==> config.mk <==
export PLATFORM = sky130hd
export DESIGN_NAME = mix_columns_seq
export DESIGN_NICKNAME = d
export VERILOG_FILES = /design/src/rtl/aes_pkg.sv /design/src/rtl/mix_column_word.sv /design/src/rtl/mix_columns_seq.sv
export SDC_FILE = /design/constraint.sdc
export NUM_CORES = 1
export LEC_CHECK = 0
export BUFFER_PORTS_ARGS = -buffer_cell sky130_fd_sc_hd__buf_2
export CORE_MARGIN = 4
export CORE_UTILIZATION = 55
export CTS_CLUSTER_DIAMETER = 50
export DETAILED_ROUTE_END_ITERATION = 7
export HOLD_SLACK_MARGIN = 0.15
export PLACE_DENSITY = 0.94
export SLEW_MARGIN = 20
export SYNTH_ARGS = -nofsm -noshare
export SYNTH_HDL_FRONTEND = slang
export SYNTH_SLANG_ARGS = --single-unit
==> constraint.sdc <==
create_clock -name clk -period 8.49 [get_ports clk]
set_input_delay 0.849 -clock clk [delete_from_list [all_inputs] [get_ports clk]]
set_output_delay 0.849 -clock clk [all_outputs]
set_load 0.02 [all_outputs]
==> src/rtl/aes_pkg.sv <==
// Shared AES constants, column payload type and FSM encoding for the MixColumns datapath.
package aes_pkg;

    localparam int unsigned AES_STATE_W  = 128;
    localparam int unsigned AES_COL_W    = 32;
    localparam int unsigned AES_NUM_COLS = AES_STATE_W / AES_COL_W;
    localparam logic [7:0]  GF_POLY      = 8'h1b;

    // One state column; r0 occupies the most significant byte.
    typedef struct packed {
        logic [7:0] r0;
        logic [7:0] r1;
        logic [7:0] r2;
        logic [7:0] r3;
    } aes_col_t;

    typedef enum logic [1:0] {
        IDLE,
        CALC,
        HOLD
    } state_t;

    // Multiply by 02 in GF(2^8) modulo x^8+x^4+x^3+x+1.
    function automatic logic [7:0] xtime(input logic [7:0] x);
        return {x[6:0], 1'b0} ^ (x[7] ? GF_POLY : 8'h00);
    endfunction

endpackage

==> src/rtl/mix_column_word.sv <==
// Combinational forward MixColumns of a single 32-bit state column.
module mix_column_word
    import aes_pkg::*;
(
    input  aes_col_t col,
    output aes_col_t mixed_c
);

    // Rows of the circulant matrix [02 03 01 01]; 03*x = xtime(x)^x.
    always_comb begin
        mixed_c.r0 = xtime(col.r0) ^ xtime(col.r1) ^ col.r1 ^ col.r2 ^ col.r3;
        mixed_c.r1 = col.r0 ^ xtime(col.r1) ^ xtime(col.r2) ^ col.r2 ^ col.r3;
        mixed_c.r2 = col.r0 ^ col.r1 ^ xtime(col.r2) ^ xtime(col.r3) ^ col.r3;
        mixed_c.r3 = xtime(col.r0) ^ col.r0 ^ col.r1 ^ col.r2 ^ xtime(col.r3);
    end

endmodule

==> src/rtl/mix_columns_seq.sv <==
// Sequential AES MixColumns: captures a block, transforms COLS_PER_CYCLE columns per
// cycle in place (column 3 first), then holds the result until the consumer takes it.
module mix_columns_seq
    import aes_pkg::*;
#(
    parameter int unsigned COLS_PER_CYCLE = 1
) (
    input  logic                   clk,
    input  logic                   rst,
    input  logic                   in_valid,
    output logic                   in_ready,
    input  logic [AES_STATE_W-1:0] in_state,
    output logic                   out_valid,
    input  logic                   out_ready,
    output logic [AES_STATE_W-1:0] out_state,
    output logic                   busy
);

    localparam int unsigned     CNT_W    = 2;
    localparam logic [CNT_W-1:0] CNT_STEP = CNT_W'(COLS_PER_CYCLE);
    localparam logic [CNT_W-1:0] CNT_LAST = CNT_W'(AES_NUM_COLS - COLS_PER_CYCLE);

    state_t                 state;
    state_t                 state_n;
    logic [AES_STATE_W-1:0] work;
    logic [AES_STATE_W-1:0] work_n;
    logic [CNT_W-1:0]       cnt;
    logic [CNT_W-1:0]       cnt_n;
    logic                   in_ready_n;
    logic                   out_valid_n;
    logic                   busy_n;

    logic [CNT_W-1:0] col_idx [COLS_PER_CYCLE];
    aes_col_t         col_in  [COLS_PER_CYCLE];
    aes_col_t         col_out [COLS_PER_CYCLE];

    // Lane k handles column 3-cnt-k of the working register.
    for (genvar k = 0; k < COLS_PER_CYCLE; k++) begin : g_lane
        assign col_idx[k] = CNT_W'(AES_NUM_COLS - 1 - k) - cnt;
        assign col_in[k]  = work[int'(col_idx[k]) * AES_COL_W +: AES_COL_W];

        mix_column_word u_mix (
            .col     (col_in[k]),
            .mixed_c (col_out[k])
        );
    end

    always_comb begin
        state_n = state;
        work_n  = work;
        cnt_n   = cnt;

        case (state)
            IDLE: begin
                if (in_valid && in_ready) begin
                    work_n  = in_state;
                    cnt_n   = '0;
                    state_n = CALC;
                end
            end
            CALC: begin
                for (int k = 0; k < COLS_PER_CYCLE; k++) begin
                    work_n[int'(col_idx[k]) * AES_COL_W +: AES_COL_W] = col_out[k];
                end
                cnt_n = cnt + CNT_STEP;
                if (cnt == CNT_LAST) begin
                    state_n = HOLD;
                end
            end
            HOLD: begin
                if (out_valid && out_ready) begin
                    state_n = IDLE;
                end
            end
            default: state_n = IDLE;
        endcase

        // out_valid trails HOLD entry by one cycle and drops with the handshake edge.
        in_ready_n  = (state_n == IDLE);
        busy_n      = (state_n != IDLE);
        out_valid_n = (state == HOLD) && (state_n == HOLD);
    end

    always_ff @(posedge clk or posedge rst) begin
        if (rst) begin
            state     <= IDLE;
            work      <= '0;
            cnt       <= '0;
            in_ready  <= 1'b1;
            out_valid <= 1'b0;
            busy      <= 1'b0;
        end else begin
            state     <= state_n;
            work      <= work_n;
            cnt       <= cnt_n;
            in_ready  <= in_ready_n;
            out_valid <= out_valid_n;
            busy      <= busy_n;
        end
    end

    assign out_state = work;

endmodule

==> flow_metrics.env <==
export IMPL_clk_pin_slew_worst_paths_ns=0.06
export IMPL_cts_tree="built"
export IMPL_required_ns=8.80
export IMPL_routed_wl_um=26700
export IMPL_worstSetupPathType="flip-flop to flip-flop"
export IMPL_post_dp_hpwl_um=18900
export IMPL_dieArea_sq_mm=0.0161
export IMPL_reg2reg_depth=6
export IMPL_ant_nets=0
export IMPL_routedWlPerCell_um=22.6
export IMPL_grt_pass1_wl_um=40800
export IMPL_worst_path_buf_inv=3
export IMPL_ff_latch_area_sq_mm=0.00338
export IMPL_cts_htree_levels=4
export IMPL_yosysSeqAreaShare_pct=43.5
export IMPL_post_cts_setup_buffer_count=0
export IMPL_fp_dieH_um=127
export IMPL_ys_ff_latch=135
export IMPL_r2r_end="out_state[68]$_DFFE_PP0P_"
export IMPL_critPathMaxStageDelay_ns=0.73
export IMPL_period_minus_slack_ns=3.18
export IMPL_end_kind="flip-flop"
export IMPL_avgSynthCellArea_sq_um=10.2
export IMPL_status="finished clean"
export IMPL_gp_congestion=0.958
export IMPL_hold_viol_final=0
export IMPL_final_layout_size_suffix_gt1_share_pct=35.1
export IMPL_grt_setup_unrepaired="no"
export IMPL_max_freq_mhz=314
export IMPL_worst_path_max_fanout=40
export IMPL_start_util_pct=56.1
export IMPL_syn_inst=760
export IMPL_io_buffers=262
export IMPL_worst_pin_slew_ns=0.936
export IMPL_r2r_slack_ns=5.31
export IMPL_post_route_util_pct=70.0
export IMPL_worstPathCellList="buf_4 > inv_1 > ha_1 > nand4_1 > buf_4 > o221ai_1"
export IMPL_cpMostUsedCell="buf_4"
export IMPL_cts_root_buf="clkbuf_16"
export IMPL_vias_per_cell=6.40
export IMPL_hold_path_class="flip-flop to flip-flop"
export IMPL_min_to="state[0]$_DFF_PP0_"
export IMPL_holdBufCountCts=0
export IMPL_io_pins=263
export IMPL_clock_latency_ns=0.43
export IMPL_drcViolationCount=0
export IMPL_start_kind="flip-flop"
export IMPL_multiInputGateArea_sq_mm=0.00413
export IMPL_final_max_slew_violation_count=0
export IMPL_antenna_cells=0
export IMPL_grt_pass1_vias=7379
export IMPL_grt_max_degree=72
export IMPL_clk_path_buf_depth=2
export IMPL_drv_cap=0
export IMPL_hold_depth=1
export IMPL_slew_headroom_pct=37.4
export IMPL_worstHoldStart="state[1]$_DFF_PP0_"
export IMPL_cts_inserted_buffers=17
export IMPL_crit_family="buffers and inverters"
export IMPL_grt_total_usage_pct=32.7
export IMPL_cpMaxStageDelayCell="nand4_1"
export IMPL_fin_skew_ns=0.0102
export IMPL_clock_sinks=135
export IMPL_grt_antenna_before_repair=1
export IMPL_grt_remaining_overflow=0
export IMPL_chipWidth_um=127
export IMPL_area_growth_syn_to_layout_pct=24.7
export IMPL_nets=1124
export IMPL_dr_first_iter_drc_count=797
export IMPL_yosysWarnings=0
export IMPL_core_area_sq_mm=0.0138
export IMPL_synth_cell_types=31
export IMPL_dp_cells=1149
export IMPL_synth_cell_area_sq_mm=0.00776
export IMPL_drt_first_pass_iters=6
export IMPL_finalSetupViolations=0
export IMPL_final_setup_tns_ns=0
export IMPL_stdcell_count=1180
export IMPL_rows=43
export IMPL_nFillCells=1000
export IMPL_cts_resized=0
export IMPL_vias=7553
export IMPL_cp_arrival_ns=3.49
export IMPL_synthesis_nets=896
export IMPL_rr_startpoint="cnt[0]$_DFFE_PP0P_"
export IMPL_fin_crit_sh_pct=37.5
## routing by layer
metal | wire [um] | vias to the layer above | track usage, %
met5 | 13 | - | 0
met4 | 969 | 2 | 13.4
met3 | 3060 | 115 | 6.69
met2 | 12600 | 616 | 52.4
met1 | 9970 | 3614 | 43.9
li1 | - | 3206 | -
## cell type report
class,instances,share of cell area (%)
clock inverters,7,0.737
inverters,5,0.246
clock buffers,24,4.98
well taps,180,2.33
flip-flops and latches,135,34.9
multi-input cells,559,42.6
repair buffers,270,14.2
## cell usage after synthesis (all sizes together)
| cell | count | area [sq um] |
|---|---|---|
| a211oi | 1 | 7.51 |
| a21o | 1 | 7.51 |
| a21oi | 3 | 15.0 |
| buf | 9 | 82.6 |
| clkbuf | 52 | 195 |
| clkinv | 1 | 3.75 |
| dfrtp | 134 | 3350 |
| dfstp | 1 | 26.3 |
| ha | 4 | 50.1 |
| inv | 4 | 15.0 |
| mux4 | 32 | 724 |
| nand2 | 270 | 1010 |
| nand2b | 1 | 6.26 |
| nand3 | 1 | 5.00 |
| nand3b | 1 | 7.51 |
| nand4 | 2 | 12.5 |
| nand4b | 1 | 8.76 |
| nor2 | 4 | 15.0 |
| nor2b | 1 | 6.26 |
| o21ai | 1 | 5.00 |
| o221ai | 128 | 1120 |
| or2 | 1 | 6.26 |
| xnor2 | 89 | 881 |
| xor2 | 18 | 195 |
## worst max path at each step
stage,from,end,slack (ns),cells after the start
2_1_floorplan,rst,busy$_DFF_PP0_,4.03,1
3_3_place_gp,cnt[0]$_DFFE_PP0P_,out_state[44]$_DFFE_PP0P_,5.45,6
3_5_place_dp,cnt[0]$_DFFE_PP0P_,out_state[34]$_DFFE_PP0P_,5.32,6
4_1_cts,cnt[0]$_DFFE_PP0P_,out_state[34]$_DFFE_PP0P_,5.30,6
5_1_grt,cnt[0]$_DFFE_PP0P_,out_state[68]$_DFFE_PP0P_,5.13,6
6_report,cnt[0]$_DFFE_PP0P_,out_state[68]$_DFFE_PP0P_,5.31,6
## flip-flops by register name, summed over array words and instances, names as in the netlist
signal and flops:
in_ready 1, cnt 2, state 2, busy 1, out_state 128, out_valid 1
## per-stage QoR
step                      cell area [sq um]  hold slack [ns]  worst slack, ns
final                                  9680            0.498             5.31
after global routing                   9680            0.526             5.13
after CTS                              9660            0.490             5.30
after detailed placement               9110            0.470             5.32
after global placement                 9110            0.472             5.45
after floorplan                        7760            0.461             4.03
## cell families (layout without fill, tap and decap cells)
group                      Yosys count  in the layout  share of synthesized area [%]
AOI/OAI and AO/OA                  134            134                           14.9
buffers and inverters               66            306                           3.82
DFF                                135            135                           43.5
muxes                               32             32                           9.33
adders and majority gates            4              4                          0.645
xor gates and xnor gates           107            107                           13.9
and+or+nand+nor                    282            282                           13.9
## cell usage in the layout (no fill, tap or decap), drive strengths merged, types with 2 or more instances in the layout
cell type / n
nand4: 2
dfrtp: 134
nand2: 270
clkbuf: 24
o221ai: 128
nor2: 4
xor2: 18
clkinvlp: 3
inv: 4
a21oi: 3
buf: 270
clkinv: 4
xnor2: 89
mux4: 32
ha: 4
Power is left out: the tool's default activity adds up to more than one toggle a clock period on the data nets, which glitch-free logic cannot reach.
